### src/rtl/time_counter.sv
// 24-hour BCD HH:MM timekeeper: counts one_second pulses, supports validated time loads.
// Latency: one cycle from a sampled pulse/load to the outputs. Backpressure: none, and load beats tick.
module time_counter #(
  parameter int SEC_PER_MIN = 60
) (
  input  logic       clk,
  input  logic       rst_n,
  input  logic       one_second,
  input  logic       load_new_c,
  input  logic [3:0] new_current_time_ms_hr,
  input  logic [3:0] new_current_time_ls_hr,
  input  logic [3:0] new_current_time_ms_min,
  input  logic [3:0] new_current_time_ls_min,
  output logic [3:0] current_time_ms_hr,
  output logic [3:0] current_time_ls_hr,
  output logic [3:0] current_time_ms_min,
  output logic [3:0] current_time_ls_min,
  output logic       minute_tick,
  output logic       load_err
);

  localparam logic [5:0] SEC_LAST = 6'(SEC_PER_MIN - 1);

  logic [5:0] sec_cnt;
  logic       load_legal;
  logic [3:0] nxt_ms_hr, nxt_ls_hr, nxt_ms_min, nxt_ls_min;

  assign load_legal = (new_current_time_ms_hr  <= 4'd2) &&
                      (new_current_time_ls_hr  <= 4'd9) &&
                      (new_current_time_ms_min <= 4'd5) &&
                      (new_current_time_ls_min <= 4'd9) &&
                      !((new_current_time_ms_hr == 4'd2) && (new_current_time_ls_hr > 4'd3));

  // One-minute BCD cascade; the hour carry only fires when both minute digits roll over.
  always_comb begin
    nxt_ms_hr  = current_time_ms_hr;
    nxt_ls_hr  = current_time_ls_hr;
    nxt_ms_min = current_time_ms_min;
    nxt_ls_min = current_time_ls_min + 4'd1;
    if (current_time_ls_min == 4'd9) begin
      nxt_ls_min = 4'd0;
      nxt_ms_min = current_time_ms_min + 4'd1;
      if (current_time_ms_min == 4'd5) begin
        nxt_ms_min = 4'd0;
        if ((current_time_ms_hr == 4'd2) && (current_time_ls_hr == 4'd3)) begin
          nxt_ms_hr = 4'd0;
          nxt_ls_hr = 4'd0;
        end else if (current_time_ls_hr == 4'd9) begin
          nxt_ls_hr = 4'd0;
          nxt_ms_hr = current_time_ms_hr + 4'd1;
        end else begin
          nxt_ls_hr = current_time_ls_hr + 4'd1;
        end
      end
    end
  end

  always_ff @(posedge clk or negedge rst_n) begin
    if (!rst_n) begin
      sec_cnt             <= 6'd0;
      current_time_ms_hr  <= 4'd0;
      current_time_ls_hr  <= 4'd0;
      current_time_ms_min <= 4'd0;
      current_time_ls_min <= 4'd0;
      minute_tick         <= 1'b0;
      load_err            <= 1'b0;
    end else begin
      minute_tick <= 1'b0;
      load_err    <= 1'b0;
      // A load swallows any coincident second pulse, even when the load is rejected.
      if (load_new_c) begin
        if (load_legal) begin
          current_time_ms_hr  <= new_current_time_ms_hr;
          current_time_ls_hr  <= new_current_time_ls_hr;
          current_time_ms_min <= new_current_time_ms_min;
          current_time_ls_min <= new_current_time_ls_min;
          sec_cnt             <= 6'd0;
        end else begin
          load_err <= 1'b1;
        end
      end else if (one_second) begin
        if (sec_cnt == SEC_LAST) begin
          sec_cnt             <= 6'd0;
          current_time_ms_hr  <= nxt_ms_hr;
          current_time_ls_hr  <= nxt_ls_hr;
          current_time_ms_min <= nxt_ms_min;
          current_time_ls_min <= nxt_ls_min;
          minute_tick         <= 1'b1;
        end else begin
          sec_cnt <= sec_cnt + 6'd1;
        end
      end
    end
  end

endmodule

### config.mk
export PLATFORM = sky130hd
export DESIGN_NAME = time_counter
export DESIGN_NICKNAME = d
export VERILOG_FILES = /design/src/rtl/time_counter.sv
export SDC_FILE = /design/constraint.sdc
export NUM_CORES = 1
export LEC_CHECK = 0
export CAP_MARGIN = 20
export CORE_MARGIN = 3
export CORE_UTILIZATION = 44
export DETAILED_ROUTE_END_ITERATION = 6
export PLACE_DENSITY = 0.75
export REMOVE_ABC_BUFFERS = 1
export SYNTH_ARGS = -nofsm -noshare
export SYNTH_HDL_FRONTEND = slang
export SYNTH_SLANG_ARGS = --single-unit
### constraint.sdc
create_clock -name clk -period 1.55 [get_ports clk]
set_input_delay 0.3875 -clock clk [delete_from_list [all_inputs] [get_ports clk]]
set_output_delay 0.3875 -clock clk [all_outputs]
set_load 0.03 [all_outputs]
==> results.sh, run 1 <==
export IMPL_final_instance_count_excl_fill=310
export IMPL_hold_path_class="input port to asynchronous set/reset pin"
export IMPL_io_buffer_count=37
export IMPL_async_reset_ff_share_pct=100
export IMPL_cts_max_level=1
export IMPL_cp_start_kind="flop"
export IMPL_cts_sinks=24
export IMPL_drt_iter0_drc=155
export IMPL_final_area_um2=2620
export IMPL_dp_hpwl_um=3480
export IMPL_slowest_delay_ns=0.41
export IMPL_finalSetupViolCount=9
export IMPL_synth_edff_count=0
export IMPL_synth_area_leaders="dfrtp_1 (39%), a21oi_1 (4.8%), nand2_1 (4.1%)"
export IMPL_path_class="flop to flop"
export IMPL_ctsRootBufferMaster="clkbuf_4"
export IMPL_rows=20
export IMPL_p_leak_nw=1.20
export IMPL_dp_cells=291
export IMPL_p_sw_uw=887
export IMPL_grt_pass1_wl_um=8570
export IMPL_cp_max_fo=6
export IMPL_crit_arrival_ns=1.92
export IMPL_synth_area_per_cell_um2=9.17
export IMPL_pwr_share_comb_pct=50.2
export IMPL_power_internal_mw=1.41
export IMPL_fin_ws_ns=-0.143
export IMPL_max_freq_mhz=591
export IMPL_post_place_ws_ns=-0.618
export IMPL_final_layout_size_suffix_gt1_share_pct=46.2
export IMPL_cts_buffers=3
export IMPL_tritoncts="built"
export IMPL_clock_latency_ns=0.32
export IMPL_synth_top_area_share_pct=38.7
export IMPL_violations="setup timing"
export IMPL_antenna_left=0
export IMPL_syn_inst=169
export IMPL_place_area_um2=2280
export IMPL_area_growth_syn_to_layout_pct=69.0
export IMPL_fin_nets=293
export IMPL_cp_cell_sequence="inv_2 > ha_4 > nand2b_4 > o41ai_4 > or2_4 > nand2_4 > mux2_4"
export IMPL_clockBufferDepth=2
export IMPL_seqCellArea_um2=603
export IMPL_multiInputGateArea_um2=1070
export IMPL_grt_pass1_vias=1765
export IMPL_ios=38
export IMPL_yosys_warnings=0
export IMPL_ys_seq_area_share_pct=38.7
export IMPL_required_ns=1.78
export IMPL_synth_flop_cell="dfrtp_1"
export IMPL_track_usage_pct=25.8
export IMPL_dieArea_um2=4270
export IMPL_power_frac_clock_pct=12.6
export IMPL_synth_top_cell_by_area="dfrtp_1"
export IMPL_grt_overflow=0
export IMPL_cts_hold_buf=0
export IMPL_fin_crit_sh_pct=109
export IMPL_antenna_found_initial=0
export IMPL_max_cap_violations=0
export IMPL_ir_drop_uv=589
export IMPL_vias_per_cell=5.74
export IMPL_seq_power_share_pct=37.2
export IMPL_die_h_um=65.4
export IMPL_setup_tns_ns=-0.653
export IMPL_vias=1778
export IMPL_worstSetupEndpointType="flop"
export IMPL_netlist_area_um2=1550
export IMPL_min_period_ns=1.69
export IMPL_slowest_stage="dfrtp_1"
export IMPL_maxSlewViolCount=0
export IMPL_grt_max_degree=25
export IMPL_utilization_pct=81.8
export IMPL_wirelength_um=5400
export IMPL_synth_most_common_cell="dfrtp_1"
export IMPL_core_area_um2=3200
export IMPL_start_util_pct=48.4
export IMPL_power_switching_share_pct=38.7
export IMPL_n_fill_cell=197
export IMPL_synth_top_cells_by_count="dfrtp_1 (24), nand2_1 (17), a21oi_1 (15), nor2_1 (13), o21ai_0 (8)"
export IMPL_antenna_cells=0
export IMPL_power_mw=2.29
export IMPL_synth_seq_cells=24
export IMPL_fin_skew_ns=0.0125
export IMPL_die_w_um=65.4
export IMPL_status="finished, violations left"
export IMPL_clk_pin_slew_ns=0.14
export IMPL_rsz0062_at_grt="yes"
export IMPL_powerDensity_nw_per_um2=875
export IMPL_gp_congestion=0.874
export IMPL_wl_per_cell_um=17.4
export IMPL_drc=0
export IMPL_ys_types=50
export IMPL_fin_hold_ws_ns=0.394
export IMPL_hold_violations=0
export IMPL_drtPass1Iterations=4
export IMPL_max_slew_margin_rel_pct=78.9
export IMPL_tightestPinTransition_ns=0.314
[flip-flops by register name, indices dropped and copies added (netlist names)]
name	flops
sec_cnt	6
current_time_ls_hr	4
current_time_ls_min	4
current_time_ms_hr	4
current_time_ms_min	4
load_err	1
minute_tick	1
[power by group through the flow]
stage,logic (mW),clock network [mW],registers [mW]
floorplan,0.307,0,1.01
global placement,0.968,0,0.829
detailed placement,0.993,0,0.841
CTS,1.06,0.290,0.845
global route,1.24,0.320,0.871
finish,1.15,0.288,0.853
[final cells by class]
| cell class | instances | share of cell area (%) |
|---|---|---|
| Clock buffer | 3 | 0.860 |
| Multi-Input combinational cell | 133 | 40.9 |
| Tap cell | 44 | 2.10 |
| Inverter | 6 | 0.860 |
| Timing Repair Buffer | 100 | 32.3 |
| Sequential cell | 24 | 23.0 |
[final timing paths]
path                                            from                    end  slack [ns]  cells after the start
max                            current_time_ms_hr[0]  current_time_ms_hr[3]       -0.14                      7
min                                            rst_n  current_time_ls_hr[1]        0.39                      2
max reg2reg                    current_time_ms_hr[0]  current_time_ms_hr[3]       -0.14                      7
min reg2reg                               sec_cnt[5]             sec_cnt[5]        0.52                      1
max in group asynchronous                      rst_n             sec_cnt[3]        0.88                      2
min in group clk           new_current_time_ms_hr[1]  current_time_ms_hr[1]        0.45                      3
[layout by cell type, fill, tap and decap left out, drive strengths merged, types with 4 or more instances in the layout]
| master | synthesis | routed |
|---|---|---|
| o21ai | 12 | 12 |
| nor2 | 13 | 13 |
| dfrtp | 24 | 24 |
| nor3 | 7 | 7 |
| buf | 3 | 73 |
| nor2b | 5 | 5 |
| clkbuf | 3 | 4 |
| nand2 | 18 | 18 |
| a21oi | 15 | 15 |
| nand2b | 4 | 4 |
| ha | 5 | 5 |
| clkdlybuf4s15 | 0 | 5 |
| inv | 6 | 6 |
| a22o | 4 | 4 |
| dlygate4sd2 | 0 | 14 |
| clkdlybuf4s50 | 0 | 4 |
| a31oi | 6 | 6 |
| nand3 | 7 | 7 |
[layer usage]
| metal | vias to the layer above | track usage, % | wire (um) |
|---|---|---|---|
| met5 | - | 0 | 0 |
| met4 | 0 | 8.03 | 70 |
| met3 | 10 | 5.30 | 378 |
| met2 | 86 | 45.0 | 2850 |
| met1 | 858 | 31.8 | 2100 |
| li1 | 824 | - | - |
[worst max-delay path: cells and delay by family, from the launching register on]
family | cells | cell delay, ns
and+or+nand+nor | 3 | 0.37
DFF | 1 | 0.41
buffers and inverters | 1 | 0.08
adders and majority gates | 1 | 0.13
muxes | 1 | 0.29
AOI/OAI and AO/OA | 1 | 0.31
[logic make-up after synthesis]
family	share of synthesized area, %
adders and majority gates	4.04
xor gates and xnor gates	1.70
and+or+nand+nor	22.8
AOI/OAI and AO/OA	25.8
buffers and inverters	3.95
DFF	38.7
muxes	2.99
[timing repair]
action / CTS / global route
endpoints found under the hold margin: 0 / 0
setup buffers: 7 / 9
endpoints found under the setup margin: 37 / 31
gates resized for setup: 78 / 34
pin swaps: 16 / 12
(Power assumes the default switching activity.)
==> run 2, diff against run 1 <==
--- a/config.mk
+++ b/config.mk
@@ -6,8 +6,9 @@
 export NUM_CORES = 1
 export LEC_CHECK = 0
 export CAP_MARGIN = 20
-export CORE_MARGIN = 3
+export CORE_MARGIN = 4
 export CORE_UTILIZATION = 44
+export CTS_CLUSTER_DIAMETER = 80
 export DETAILED_ROUTE_END_ITERATION = 6
 export PLACE_DENSITY = 0.75
 export REMOVE_ABC_BUFFERS = 1
==> run 2 against run 1 <==
Effect of this change: the flow still finishes with violations (setup timing); highest routed layer unchanged; die area increased by 6.2%; sequential share of layout area stayed put; global-route usage decreased by 0.75 points; final area unchanged.
==> results.sh, run 2 (synthesized netlist as in run 1, its figures left out) <==
export IMPL_fin_crit_sh_pct=112
export IMPL_clock_latency_ns=0.33
export IMPL_max_freq_mhz=574
export IMPL_crit_path_end="current_time_ms_hr[3]"
export IMPL_ir_drop_uv=687
export IMPL_drc=0
export IMPL_required_ns=1.79
export IMPL_antenna_found_initial=0
export IMPL_final_layout_size_suffix_gt1_share_pct=46.6
export IMPL_setup_tns_ns=-1.30
export IMPL_mostFrequentLayoutCells="buf_4 (53), dfrtp_1 (22), buf_6 (17), nand2_1 (16), dlygate4sd2_1 (13)"
export IMPL_fin_ws_ns=-0.193
export IMPL_n_fill_cell=223
export IMPL_vias_per_cell=5.78
export IMPL_io_buffer_count=37
export IMPL_p_leak_nw=1.19
export IMPL_grt_max_degree=25
export IMPL_start_util_pct=46.1
export IMPL_max_slew_margin_rel_pct=74.9
export IMPL_largest_reg_flops=6
export IMPL_slowest_delay_ns=0.46
export IMPL_final_area_um2=2620
export IMPL_worstSetupStartpoint="current_time_ls_hr[0]"
export IMPL_maxSlewViolCount=0
export IMPL_slowest_stage="dfrtp_1"
export IMPL_antenna_cells=0
export IMPL_crit_arrival_ns=1.98
export IMPL_grt_pass1_vias=1787
export IMPL_antenna_left=0
export IMPL_fin_nets=294
export IMPL_core_area_um2=3360
export IMPL_cp_max_fo=5
export IMPL_fin_skew_ns=0.00721
export IMPL_grt_overflow=0
export IMPL_worstSetupEndpointType="flop"
export IMPL_violations="setup timing"
export IMPL_worst_path_buf_inv=1
export IMPL_reg2reg_depth=7
export IMPL_cts_hold_buf=0
export IMPL_ios=38
export IMPL_vias=1815
export IMPL_dieArea_um2=4540
export IMPL_cts_buffers=3
export IMPL_ctsRootBufferMaster="clkbuf_4"
export IMPL_min_period_ns=1.74
export IMPL_dp_hpwl_um=3640
export IMPL_drt_iter0_drc=158
export IMPL_fin_hold_ws_ns=0.398
export IMPL_drtPass1Iterations=4
export IMPL_cts_sinks=24
export IMPL_cpLargestDelayFamily="simple AND/OR/NAND/NOR gates"
export IMPL_r2r_start="current_time_ls_hr[0]"
export IMPL_die_h_um=67.4
export IMPL_wl_per_cell_um=17.6
export IMPL_hold_violations=0
export IMPL_track_usage_pct=25.1
export IMPL_place_area_um2=2280
export IMPL_finalSetupViolCount=11
export IMPL_r2r_end="current_time_ms_hr[3]"
export IMPL_wirelength_um=5530
export IMPL_max_cap_violations=0
export IMPL_clockBufferDepth=2
export IMPL_die_w_um=67.4
export IMPL_rows=21
export IMPL_tightestPinTransition_ns=0.374
export IMPL_grt_pass1_wl_um=8560
export IMPL_area_growth_syn_to_layout_pct=69.0
export IMPL_final_common_cell="buf_4"
export IMPL_tritoncts="built"
export IMPL_cp_cell_sequence="buf_6 > ha_4 > nand3b_1 > o41ai_4 > or2_4 > nand2_4 > mux2_4"
export IMPL_cp_start_kind="flop"
export IMPL_hold_path_class="input port to asynchronous set/reset pin"
export IMPL_status="finished, violations left"
export IMPL_path_class="flop to flop"
export IMPL_powerDensity_nw_per_um2=907
export IMPL_gp_congestion=0.959
export IMPL_largest_register="sec_cnt"
export IMPL_cts_max_level=1
export IMPL_clk_pin_slew_ns=0.15
export IMPL_cp_num_cells=7
export IMPL_r2r_slack_ns=-0.19
export IMPL_rsz0062_at_grt="yes"
## run 2: changes by cell type in the layout (fill, tap and decap cells not counted), sizes merged
cell           change
clkbuf             +3
clkdlybuf4s50      +3
dlymetal6s2s       -3
dlygate4sd2        -1
## run 2: metrics by stage
step / setup WS [ns] / power, mW / utilization [%] / std cells
final: -0.193 / 2.38 / 77.9 / 314
after global routing: -0.234 / 2.50 / 77.9 / 314
after CTS: -0.174 / 2.28 / 73.7 / 308
after detailed placement: -0.638 / 1.87 / 67.7 / 293
after global placement: -0.546 / 1.82 / 67.7 / 293
after floorplan: -0.406 / 1.32 / - / 163
## run 2: area by class of cell
type / count / area (um^2) / area share, %
clock buffer: 4 / 36.3 / 1.38
inverter: 6 / 22.5 / 0.860
multi-input combinational: 133 / 1040 / 39.9
sequential: 24 / 603 / 23.0
tap: 46 / 57.6 / 2.20
timing repair buffer: 101 / 856 / 32.7
## run 2: how the worst min path moves through the flow
stage	start	end	slack, ns	cells past startpoint
floorplan	rst_n	current_time_ls_hr[0]	0.09	0
detailed placement	sec_cnt[5]	sec_cnt[5]	0.47	1
global route	rst_n	current_time_ls_min[0]	0.41	2
global placement	sec_cnt[5]	sec_cnt[5]	0.47	1
finish	rst_n	current_time_ls_hr[2]	0.40	2
CTS	rst_n	current_time_ls_min[0]	0.40	2
## run 2: power breakdown
part | internal (mW) | switching, mW
clock network | 0.144 | 0.212
logic | 0.583 | 0.601
registers | 0.740 | 0.0962
total | 1.47 | 0.909
## run 2: layer usage
layer	GRT usage, %	up-vias	wire, um
li1	-	828	-
met1	30.1	901	2190
met2	44.8	68	2890
met3	3.66	18	297
met4	9.87	0	155
met5	0	-	0
## run 2: what timing repair did
item | 4_1_cts | 5_1_grt
endpoints found under the hold margin | 0 | 0
setup buffers | 12 | 7
gates resized for setup | 67 | 39
setup endpoints to repair | 37 | 30
pin swaps | 21 | 15
==> run 3, diff against run 2 <==
--- a/config.mk
+++ b/config.mk
@@ -7,7 +7,7 @@
 export LEC_CHECK = 0
 export CAP_MARGIN = 20
 export CORE_MARGIN = 4
-export CORE_UTILIZATION = 44
+export CORE_UTILIZATION = 46
 export CTS_CLUSTER_DIAMETER = 80
 export DETAILED_ROUTE_END_ITERATION = 6
 export PLACE_DENSITY = 0.75
==> constraint.sdc (replaced) <==
create_clock -name clk -period 1.8 [get_ports clk]
set_input_delay 0.45 -clock clk [delete_from_list [all_inputs] [get_ports clk]]
set_output_delay 0.45 -clock clk [all_outputs]
set_load 0.03 [all_outputs]
==> run 3 against run 2 <==
Effect of this change: the flow now finishes without violations; clock power is 16% lower; worst setup slack better by 0.22 ns; critical path depth is 1 lower; sequential power shrank 8.5%; core utilization down 6.7 points; worst hold slack gained 0.069 ns; final area is 15% lower; final cell count shrank 12%; largest cell class unchanged.
==> results.sh, run 3 (synthesized netlist as in run 1, its figures left out) <==
export IMPL_area_growth_syn_to_layout_pct=43.7
export IMPL_fin_skew_ns=0.00408
export IMPL_seq_power_share_pct=44.1
export IMPL_rows=20
export IMPL_clk_pin_slew_ns=0.14
export IMPL_cts_sinks=24
export IMPL_antenna_found_initial=0
export IMPL_ctsRootBufferMaster="clkbuf_4"
export IMPL_ios=38
export IMPL_powerDensity_nw_per_um2=779
export IMPL_start_util_pct=49.6
export IMPL_pwr_share_comb_pct=38.6
export IMPL_rsz0062_at_grt="yes"
export IMPL_cp_max_fo=7
export IMPL_antenna_left=0
export IMPL_io_buffer_count=37
export IMPL_vias=1579
export IMPL_required_ns=2.03
export IMPL_p_sw_uw=665
export IMPL_worstSetupStartpoint="new_current_time_ls_hr[2]"
export IMPL_grt_pass1_vias=1533
export IMPL_wl_met3_um=181
export IMPL_max_cap_violations=0
export IMPL_power_switching_share_pct=38.3
export IMPL_final_common_cell="buf_4"
export IMPL_power_mw=1.73
export IMPL_wl_per_cell_um=15.3
export IMPL_p_leak_nw=1.02
export IMPL_cts_buffers=3
export IMPL_die_h_um=66.1
export IMPL_place_area_um2=2120
export IMPL_track_usage_pct=20.3
export IMPL_ir_drop_uv=539
export IMPL_grt_max_degree=25
export IMPL_fin_crit_sh_pct=98.6
export IMPL_route_met2_wl_um=1960
export IMPL_tritoncts="built"
export IMPL_core_area_um2=3130
export IMPL_r2r_slack_ns=0.08
export IMPL_final_area_um2=2230
export IMPL_min_period_ns=1.77
export IMPL_largest_register="sec_cnt"
export IMPL_max_slew_margin_rel_pct=77.8
export IMPL_vias_per_cell=5.72
export IMPL_antenna_cells=0
export IMPL_r2r_end="current_time_ms_hr[3]"
export IMPL_power_internal_mw=1.07
export IMPL_cts_max_level=1
export IMPL_finalSetupViolCount=0
export IMPL_grt_pass1_wl_um=6900
export IMPL_crit_path_end="current_time_ms_hr[3]"
export IMPL_largest_reg_flops=6
export IMPL_fin_nets=258
export IMPL_grt_overflow=0
export IMPL_clock_latency_ns=0.33
export IMPL_r2r_start="current_time_ls_hr[1]"
export IMPL_reg2reg_depth=8
export IMPL_n_fill_cell=251
export IMPL_drc=0
export IMPL_die_w_um=66.1
export IMPL_drt_iter0_drc=68
export IMPL_wl_met1_um=2030
export IMPL_top_layer="met4"
export IMPL_clockBufferDepth=2
export IMPL_final_layout_size_suffix_gt1_share_pct=24.1
export IMPL_tightestPinTransition_ns=0.332
export IMPL_gp_congestion=0.867
export IMPL_wirelength_um=4230
export IMPL_dp_hpwl_um=3120
export IMPL_power_frac_clock_pct=17.3
export IMPL_hold_path_class="input port to asynchronous set/reset pin"
export IMPL_worstSetupEndpointType="flop"
export IMPL_max_freq_mhz=564
export IMPL_status="completed"
export IMPL_fin_ws_ns=0.0258
export IMPL_drtPass1Iterations=4
export IMPL_cp_start_kind="input port"
export IMPL_maxSlewViolCount=0
export IMPL_hold_violations=0
export IMPL_dieArea_um2=4360
export IMPL_crit_arrival_ns=2.01
export IMPL_post_place_ws_ns=-0.395
export IMPL_mostFrequentLayoutCells="buf_4 (27), dfrtp_1 (24), nand2_1 (17), clkdlybuf4s50_1 (17), dlygate4sd2_1 (17)"
export IMPL_path_class="input port to flop"
==> run 3: final cells by class <==
class / instances / area [um^2] / share of cell area, %
Sequential cell: 24 / 601 / 27.0
Tap cell: 44 / 55.1 / 2.47
Clock buffer: 4 / 36.3 / 1.63
Timing Repair Buffer: 65 / 571 / 25.6
Multi-Input combinational cell: 133 / 942 / 42.3
Inverter: 6 / 22.5 / 1.01
==> run 3: worst min-delay path by stage <==
stage               start               endpoint
2_1_floorplan       rst_n  current_time_ls_hr[0]
3_3_place_gp   sec_cnt[5]             sec_cnt[5]
3_5_place_dp   sec_cnt[5]             sec_cnt[5]
4_1_cts             rst_n  current_time_ms_hr[3]
5_1_grt             rst_n  current_time_ms_hr[0]
6_report            rst_n  current_time_ms_hr[0]
==> run 3: per-stage QoR <==
| stage | utilization [%] | instances | setup TNS (ns) | hold slack, ns |
|---|---|---|---|---|
| 3_5_place_dp | 67.9 | 269 | -6.55 | 0.480 |
| 6_report | 71.2 | 276 | 0 | 0.468 |
| 2_1_floorplan | - | 163 | -0.264 | 0.154 |
| 4_1_cts | 68.9 | 273 | 0 | 0.488 |
| 3_3_place_gp | 67.9 | 269 | -6.60 | 0.470 |
| 5_1_grt | 71.2 | 276 | -0.0827 | 0.488 |
==> run 3: power by group through the flow <==
stage                     registers (mW)  logic [mW]  clock network (mW)
final                              0.765       0.670               0.299
after global routing               0.780       0.731               0.324
after CTS                          0.758       0.652               0.297
after detailed placement           0.770       0.683                   0
after global placement             0.761       0.668                   0
after floorplan                    0.868       0.264                   0
==> run 3: what timing repair did <==
action | in CTS | in global routing
buffers inserted | 0 | 3
endpoints found under the setup margin | 24 | 18
pin swaps | 1 | 4
hold buffers | 0 | 0
resized for setup | 22 | 12
==> run 3: metal layers <==
layer,vias up,GRT usage (%)
met3,7,3.06
met1,765,27.7
met4,0,6.85
li1,754,-
met2,53,32.7
met5,-,0
==> run 3: critical path, cell delays in order <==
cell and delay [ns]:
clkdlybuf4s50_1 0.49, nor3_4 0.26, o21ai_4 0.13, o21ai_4 0.28, nand2_4 0.09, mux2_4 0.30
